===== src/rtl/uart_tx_fifo_send.sv =====
// Buffered 8N1 UART transmitter: byte FIFO in front of a registered-output serializer.
// The line is driven from a flop, so nothing on the inputs reaches uart_txd combinationally.
//
// state | meaning
// IDLE  | line high, waiting for a byte in the FIFO
// LOAD  | one clock: take the popped FIFO byte into the output byte register
// START | start bit (low) for BAUD_DIV clocks
// DATA  | bits 0..7, LSB first, BAUD_DIV clocks each
// STOP  | stop bit (high) for BAUD_DIV clocks; pops straight into LOAD if more data waits
module uart_tx_fifo_send #(
    parameter int CLK_FREQ   = 50_000_000,
    parameter int BAUD_RATE  = 115200,
    parameter int FIFO_DEPTH = 64
) (
    input  logic                          clk,
    input  logic                          reset_n,
    input  logic                          wr_en,
    input  logic [7:0]                    wr_data,
    output logic                          full,
    output logic                          empty,
    output logic [$clog2(FIFO_DEPTH):0]   fifo_count,
    output logic                          overflow,
    output logic                          tx_busy,
    output logic                          uart_txd
);

    localparam int BAUD_DIV = CLK_FREQ / BAUD_RATE;
    localparam int AW       = $clog2(FIFO_DEPTH);
    localparam int CW       = AW + 1;
    localparam int BW       = $clog2(BAUD_DIV);
    localparam logic [BW-1:0] BAUD_LAST = BW'(BAUD_DIV - 1);

    typedef enum logic [2:0] {IDLE, LOAD, START, DATA, STOP} state_t;

    logic [7:0]    mem [FIFO_DEPTH];
    logic [AW-1:0] wr_ptr, rd_ptr;
    logic [7:0]    rd_data;
    logic          wr_accept;
    logic          pop;

    state_t        state, state_d;
    logic [BW-1:0] baud_cnt, baud_d;
    logic [2:0]    bit_idx, bit_d;
    logic [7:0]    tx_byte;
    logic          txd_d;
    logic          baud_last;

    assign full      = (fifo_count == CW'(FIFO_DEPTH));
    assign empty     = (fifo_count == '0);
    assign wr_accept = wr_en && !full;
    assign baud_last = (baud_cnt == BAUD_LAST);

    always_ff @(posedge clk) begin
        if (wr_accept)
            mem[wr_ptr] <= wr_data;
    end

    always_ff @(posedge clk or negedge reset_n) begin
        if (!reset_n) begin
            wr_ptr     <= '0;
            rd_ptr     <= '0;
            fifo_count <= '0;
            rd_data    <= '0;
            overflow   <= 1'b0;
        end else begin
            // full is the pre-edge value, so a write while full is dropped even alongside a pop
            overflow <= wr_en && full;
            if (wr_accept)
                wr_ptr <= wr_ptr + AW'(1);
            if (pop) begin
                rd_ptr  <= rd_ptr + AW'(1);
                rd_data <= mem[rd_ptr];
            end
            case ({wr_accept, pop})
                2'b10:   fifo_count <= fifo_count + CW'(1);
                2'b01:   fifo_count <= fifo_count - CW'(1);
                default: fifo_count <= fifo_count;
            endcase
        end
    end

    always_ff @(posedge clk or negedge reset_n) begin
        if (!reset_n) begin
            state    <= IDLE;
            baud_cnt <= '0;
            bit_idx  <= '0;
            tx_byte  <= '0;
            tx_busy  <= 1'b0;
            uart_txd <= 1'b1;
        end else begin
            state    <= state_d;
            baud_cnt <= baud_d;
            bit_idx  <= bit_d;
            tx_busy  <= (state_d != IDLE);
            uart_txd <= txd_d;
            if (state == LOAD)
                tx_byte <= rd_data;
        end
    end

    always_comb begin
        state_d = state;
        baud_d  = baud_cnt;
        bit_d   = bit_idx;
        pop     = 1'b0;
        case (state)
            IDLE: begin
                if (!empty) begin
                    pop     = 1'b1;
                    state_d = LOAD;
                end
            end
            LOAD: begin
                baud_d  = '0;
                state_d = START;
            end
            START: begin
                if (baud_last) begin
                    baud_d  = '0;
                    bit_d   = '0;
                    state_d = DATA;
                end else begin
                    baud_d = baud_cnt + BW'(1);
                end
            end
            DATA: begin
                if (baud_last) begin
                    baud_d = '0;
                    if (bit_idx == 3'd7)
                        state_d = STOP;
                    else
                        bit_d = bit_idx + 3'd1;
                end else begin
                    baud_d = baud_cnt + BW'(1);
                end
            end
            STOP: begin
                if (baud_last) begin
                    baud_d = '0;
                    if (!empty) begin
                        pop     = 1'b1;
                        state_d = LOAD;
                    end else begin
                        state_d = IDLE;
                    end
                end else begin
                    baud_d = baud_cnt + BW'(1);
                end
            end
            default: state_d = IDLE;
        endcase

        // Line value is derived from the next state so the registered output lines up with it
        case (state_d)
            START:   txd_d = 1'b0;
            DATA:    txd_d = tx_byte[bit_d];
            default: txd_d = 1'b1;
        endcase
    end

endmodule


===== config.mk =====
export PLATFORM = sky130hd
export DESIGN_NAME = uart_tx_fifo_send
export DESIGN_NICKNAME = d
export VERILOG_FILES = /design/src/rtl/uart_tx_fifo_send.sv
export SDC_FILE = /design/constraint.sdc
export NUM_CORES = 1
export LEC_CHECK = 0
export CORE_MARGIN = 2
export CORE_UTILIZATION = 60
export DETAILED_ROUTE_END_ITERATION = 10
export PLACE_DENSITY = 0.79
export SYNTH_ARGS = -nofsm -noshare
export SYNTH_HDL_FRONTEND = slang
export SYNTH_SLANG_ARGS = --single-unit

===== constraint.sdc =====
create_clock -name clk -period 10 [get_ports clk]
set_clock_uncertainty 0.2 [all_clocks]
set_input_delay 2 -clock clk [delete_from_list [all_inputs] [get_ports clk]]
set_output_delay 2 -clock clk [all_outputs]
set_load 0.05 [all_outputs]

==> After elaboration in Yosys (flattened, before gate mapping) <==
Memories as Yosys holds them, arrays and structs flattened. A register that Yosys moved wholly into a read port is not among the register bits.
Cells that the tools add are included.
W data, S select, Z words.
{ "classes": {"reduce_logical": 10, "mux": 22, "addsub": 6, "magnitude_cmp": 1, "n_eq_ne": 11} }
{ "ops": {"columns": ["operator", "count"], "rows": [
  ["$mux W3", 8],
  ["$pmux W9 S2", 1],
  ["$pmux W3 S5", 1],
  ["$pmux W7 S2", 1],
  ["$add A6 B1 Y6 const B", 2],
  ["$eq A3 B2 Y1 const B", 4],
  ["$add A9 B1 Y9 const B", 1],
  ["$eq A9 B9 Y1 const B", 1],
  ["$mux W9", 1],
  ["$add A7 B1 Y7 const B", 1],
  ["$eq A7 B7 Y1 const B", 1],
  ["$logic_not A7 Y1", 1],
  ["$sub A7 B1 Y7 const B", 1],
  ["$eq A3 B3 Y1 const B", 2],
  ["$mux W1", 6],
  ["$pmux W3 S2", 1],
  ["$lt A3 B4 Y1 const B", 1],
  ["$pmux W1 S2", 2],
  ["$reduce_bool A2 Y1", 2],
  ["$add A3 B1 Y3 const B", 1],
  ["$bmux W1 S3", 1],
  ["$eq A3 B1 Y1 const B", 1],
  ["$logic_not A3 Y1", 1],
  ["$reduce_bool A3 Y1", 1],
  ["other kinds (5)", 7]
]} }
{ "word_totals": {"output_inout_bits": 12, "ramBits": 512, "word_cells": 61, "n_memories": 1, "regBits": 45} }
{ "mem_list": {"columns": ["memory", "depth", "width", "read_ports", "rd_ports_with_merged_regs", "write_ports", "line", "rtl"], "rows": [
  ["mem", 64, 8, 1, 1, 1, "35", "logic [7:0] mem [FIFO_DEPTH];"]
]} }

==> Logic depth before layout (Yosys ltp) <==
{ "depth": {"ltp_word": 7, "ltp_mapped": 15, "ltp_nobuf": 13} }

==> Least setup slack after synthesis <==
Ideal clock, no wire load.
{ "synth_path": {"path_kind": "input to register", "startpoint": "in wr_en", "endpoint": "reg fifo_count[6]", "setup_time_ns": 0.099, "n_path_buf": 1, "slack_ns": 5.743, "t_arrival_ns": 3.958, "stages": 11, "cell_sequence": "inv_1 -> a21o_1 -> ha_1 -> clkbuf_1 -> xor2_1 -> ha_1 -> nor3b_1 -> o21ai_0 -> a21o_1 -> a21o_1 -> a311oi_1"} }
{ "synth_between": {"elab_chain_len": 3, "word_cells_on_any_way": 5, "cone_classes": "eq/ne: 2; mux: 1; reduce/logical: 2"} }
{ "synth_rtl": {"columns": ["item", "line", "rtl"], "rows": [
  ["start, declared", "17", "input logic wr_en,"],
  ["$logic_and A1 B1 Y1 *", "50", "assign wr_accept = wr_en && !full;"],
  ["$eq A2 B1 Y1 / $eq A2 B2 Y1 (equally long branches)", "74", "case ({wr_accept, pop})"],
  ["$pmux W7 S2 / $reduce_bool A2 Y1 (equally long branches)", null, null],
  ["end signal, assigned", "75", "2'b10: fifo_count <= fifo_count + CW'(1);"],
  ["end signal, assigned", "76", "2'b01: fifo_count <= fifo_count - CW'(1);"],
  ["end signal, assigned", "77", "default: fifo_count <= fifo_count;"],
  ["end, declared", "21", "output logic [$clog2(FIFO_DEPTH):0] fifo_count,"]
]} }
Every way passes the cells marked *; elsewhere a longest branch is shown, timed or not.
A chain may end at the register's enable or synchronous reset.

==> Worst setup path after layout <==
{ "layout_path": {"startpoint": "in wr_en", "endpoint": "mem mem[15][3] (enable)"} }
{ "layout_between": {"elab_chain_len": 3} }
{ "layout_rtl": {"columns": ["item", "line", "rtl"], "rows": [
  ["$logic_and A1 B1 Y1", "50", null],
  ["$mux W1", "54", "if (wr_accept)"],
  ["$mux W1 (implied by the code)", "55", "mem[wr_ptr] <= wr_data;"],
  ["end, declared", "35", null]
]} }
Every way passes these cells.

==> results.json <==
{
  "ys.flop_type": "edfxtp_1",
  "synthCells": 1211,
  "grt_setup_unrepaired": "no",
  "fin_crit_sh": 0.496,
  "hold_buffers": 0,
  "avgSynthCellArea_um2": 18.8,
  "seq_area_frac_synth": 0.732,
  "io_buffers": 22,
  "critical-path-top-delay-family": "simple AND/OR/NAND/NOR gates",
  "grt_pass1_vias": 11600,
  "cpPeakStageDelay_ns": 0.90,
  "row_count": 71,
  "drc": 0,
  "placed_cells": 1699,
  "ys_top_cells_by_area": "edfxtp_1 67%, mux4_2 11%, dfrtp_1 5.7%, mux2i_1 2.4%, nor2_1 1.7%",
  "design_area_um2": 25400,
  "power.density_nw_per_um2": 214,
  "cts.sinks": 565,
  "grt.overflow.total": 0,
  "ant_nets": 0,
  "vias_per_cell": 6.54,
  "maxCapViolations": 0,
  "pin_count": 23,
  "crit_path_cell_trace": "clkdlybuf4s50_1 -> inv_1 -> a211oi_1 -> nand3_1 -> nor2_1",
  "htreeDepth": 2,
  "hold_path.class": "reg -> reg",
  "synth-edff-count": 512,
  "crit_path_top_delay_cell": "nand3_1",
  "layout.area.seq_um2": 16700,
  "crit_fanout": 11,
  "core_area_um2": 37600,
  "grt_max_degree": 65,
  "async_flop_share": 0.0938,
  "synthesis.area_um2": 22800,
  "cp-start-kind": "input pin",
  "netlist.area_leader.share": 0.674,
  "finalHoldViolations": 0,
  "dp_hpwl_um": 29100,
  "synth_most_common_cell": "edfxtp_1",
  "clock_latency_ns": 0.60,
  "cts_resized": 0,
  "clockBufferDepth": 3,
  "antenna_found_initial": 0,
  "setup_viol": 0,
  "post_drt_wl_per_cell_um": 27.6,
  "timing.critical_path.to_type": "register",
  "cp.arrival_ns": 4.99,
  "worstSetupPathType": "in -> reg",
  "worstMarginPinSlew_ns": 0.992,
  "required_ns": 10.03,
  "relSlewSlack": 0.337,
  "cts_tree": "yes",
  "drive_above_1_share": 0.202,
  "stdcell_count": 1801,
  "drv_slew": 0,
  "syn_nets": 1230,
  "first_iter_violations": 1458,
  "multiInputGateArea_um2": 5670,
  "fillCellCount": 2316,
  "drt_wl_total_um": 49600,
  "initial_core_util": 0.607,
  "yosysUniqueCellTypes": 73,
  "root_buffer": "clkbuf_16",
  "firstDrtPassIters": 5,
  "post_cts_buffers": 0,
  "fmax_mhz": 202,
  "die_x_um": 199,
  "nets": 1263,
  "synth-seq-cells": 565,
  "areaGrowthSynthToFinish_pct": 11.5,
  "netlist_top_cells_count": "512 x edfxtp_1, 110 x mux4_2, 101 x nor2_1",
  "grt_usage": 0.262,
  "antenna_cells": 0,
  "grt_pass1_wl_um": 74300,
  "outcome": "finished, final reports clean",
  "cts_made_buffers": 54,
  "fin_crit_ns": 4.96,
  "dieHeight_um": 199,
  "ir_drop_uv": 145,
  "yosys.area.top_type": "edfxtp_1",
  "die_area_um2": 39600,
  "leakagePower_nw": 8.34,
  "cts.clk_slew.worst_paths_ns": 0.06,
  "dpl_cell_area_um2": 23400,
  "critPathBufInv": 2,
  "finalSetupTns_ns": 0,
  "num_vias": 11800,
  "routabilityCongestion": 0.903,
  "yosysWarnings": 0
}
[registers in the layout (all words and copies together) (netlist names)]
name        count
state           3
rd_ptr          6
baud_cnt        9
mem           512
bit_idx         3
wr_ptr          6
overflow        1
rd_data         8
tx_byte         8
tx_busy         1
uart_txd        1
fifo_count      7
[layout make-up]
class                      instances  share of cell area
inverter                          15             0.00221
multi-input combinational        570               0.223
clock inverter                    38              0.0230
clock buffer                      64              0.0578
timing repair buffer              38              0.0116
tap                              511              0.0251
sequential                       565               0.657
[where the power goes]
| part | internal (W) | switching, W |
|---|---|---|
| clock network | 0.00144 | 0.000881 |
| logic | 0.000101 | 0.000265 |
| registers | 0.00268 | 0.0000736 |
| total | 0.00422 | 0.00122 |
[through the flow]
stage	hold WS, ns	total power (W)	util	worst slack, ns
6_report	0.299	0.00544	0.677	5.04
3_3_place_gp	0.284	0.00315	0.622	4.74
2_1_floorplan	0.251	0.00299	-	5.74
5_1_grt	0.325	0.00559	0.677	4.83
4_1_cts	0.302	0.00546	0.677	5.00
3_5_place_dp	0.288	0.00316	0.622	4.54
[per-layer routing]
layer / track usage / vias to the layer above / share of wire
met1: 0.369 / 6035 / 0.39
met4: 0.0978 / 0 / 0.033
li1: - / 4998 / -
met5: 0 / - / 0
met3: 0.0529 / 95 / 0.093
met2: 0.413 / 653 / 0.48
[layout by cell type (no fill, tap or decap), drive strengths merged, types with 7 or more instances in the layout]
master	n
a211oi	12
a21oi	7
a221oi	9
a31oi	13
and2	7
and3	10
buf	25
bufinv	15
clkbuf	64
clkdlybuf4s50	13
clkinv	20
dfrtp	52
edfxtp	512
ha	8
inv	16
mux2	10
mux2i	54
mux4	116
nand2	30
nand2b	8
nand3	13
nor2	101
nor3	9
o21ai	30
o22ai	20
xnor2	13
[final timing paths]
check | from | endpoint | slack (ns) | cells after the start
setup / recovery | wr_en | mem[15][3]$_DFFE_PP_ | 5.04 | 5
hold / removal | tx_byte[2]$_DFFE_PN0P_ | tx_byte[2]$_DFFE_PN0P_ | 0.30 | 1
setup reg to reg | rd_ptr[0]$_DFFE_PN0P_ | rd_data[7]$_DFFE_PN0P_ | 5.65 | 7
hold reg to reg | tx_byte[2]$_DFFE_PN0P_ | tx_byte[2]$_DFFE_PN0P_ | 0.30 | 1
max in group asynchronous | reset_n | rd_ptr[1]$_DFFE_PN0P_ | 7.72 | 2
min in group asynchronous | reset_n | fifo_count[6]$_DFFE_PN0P_ | 1.32 | 2
[cell families (layout without fill, tap and decap cells)]
kind of cell | after synthesis | in the layout | synth area share
and+or+nand+nor | 225 | 225 | 0.0504
xor gates and xnor gates | 18 | 18 | 0.00691
muxes | 180 | 180 | 0.144
AOI/OAI and AO/OA | 139 | 139 | 0.0427
buffers and inverters | 76 | 155 | 0.0192
adders and majority gates | 8 | 8 | 0.00439
DFF | 565 | 565 | 0.732
(Power assumes the default switching activity.)
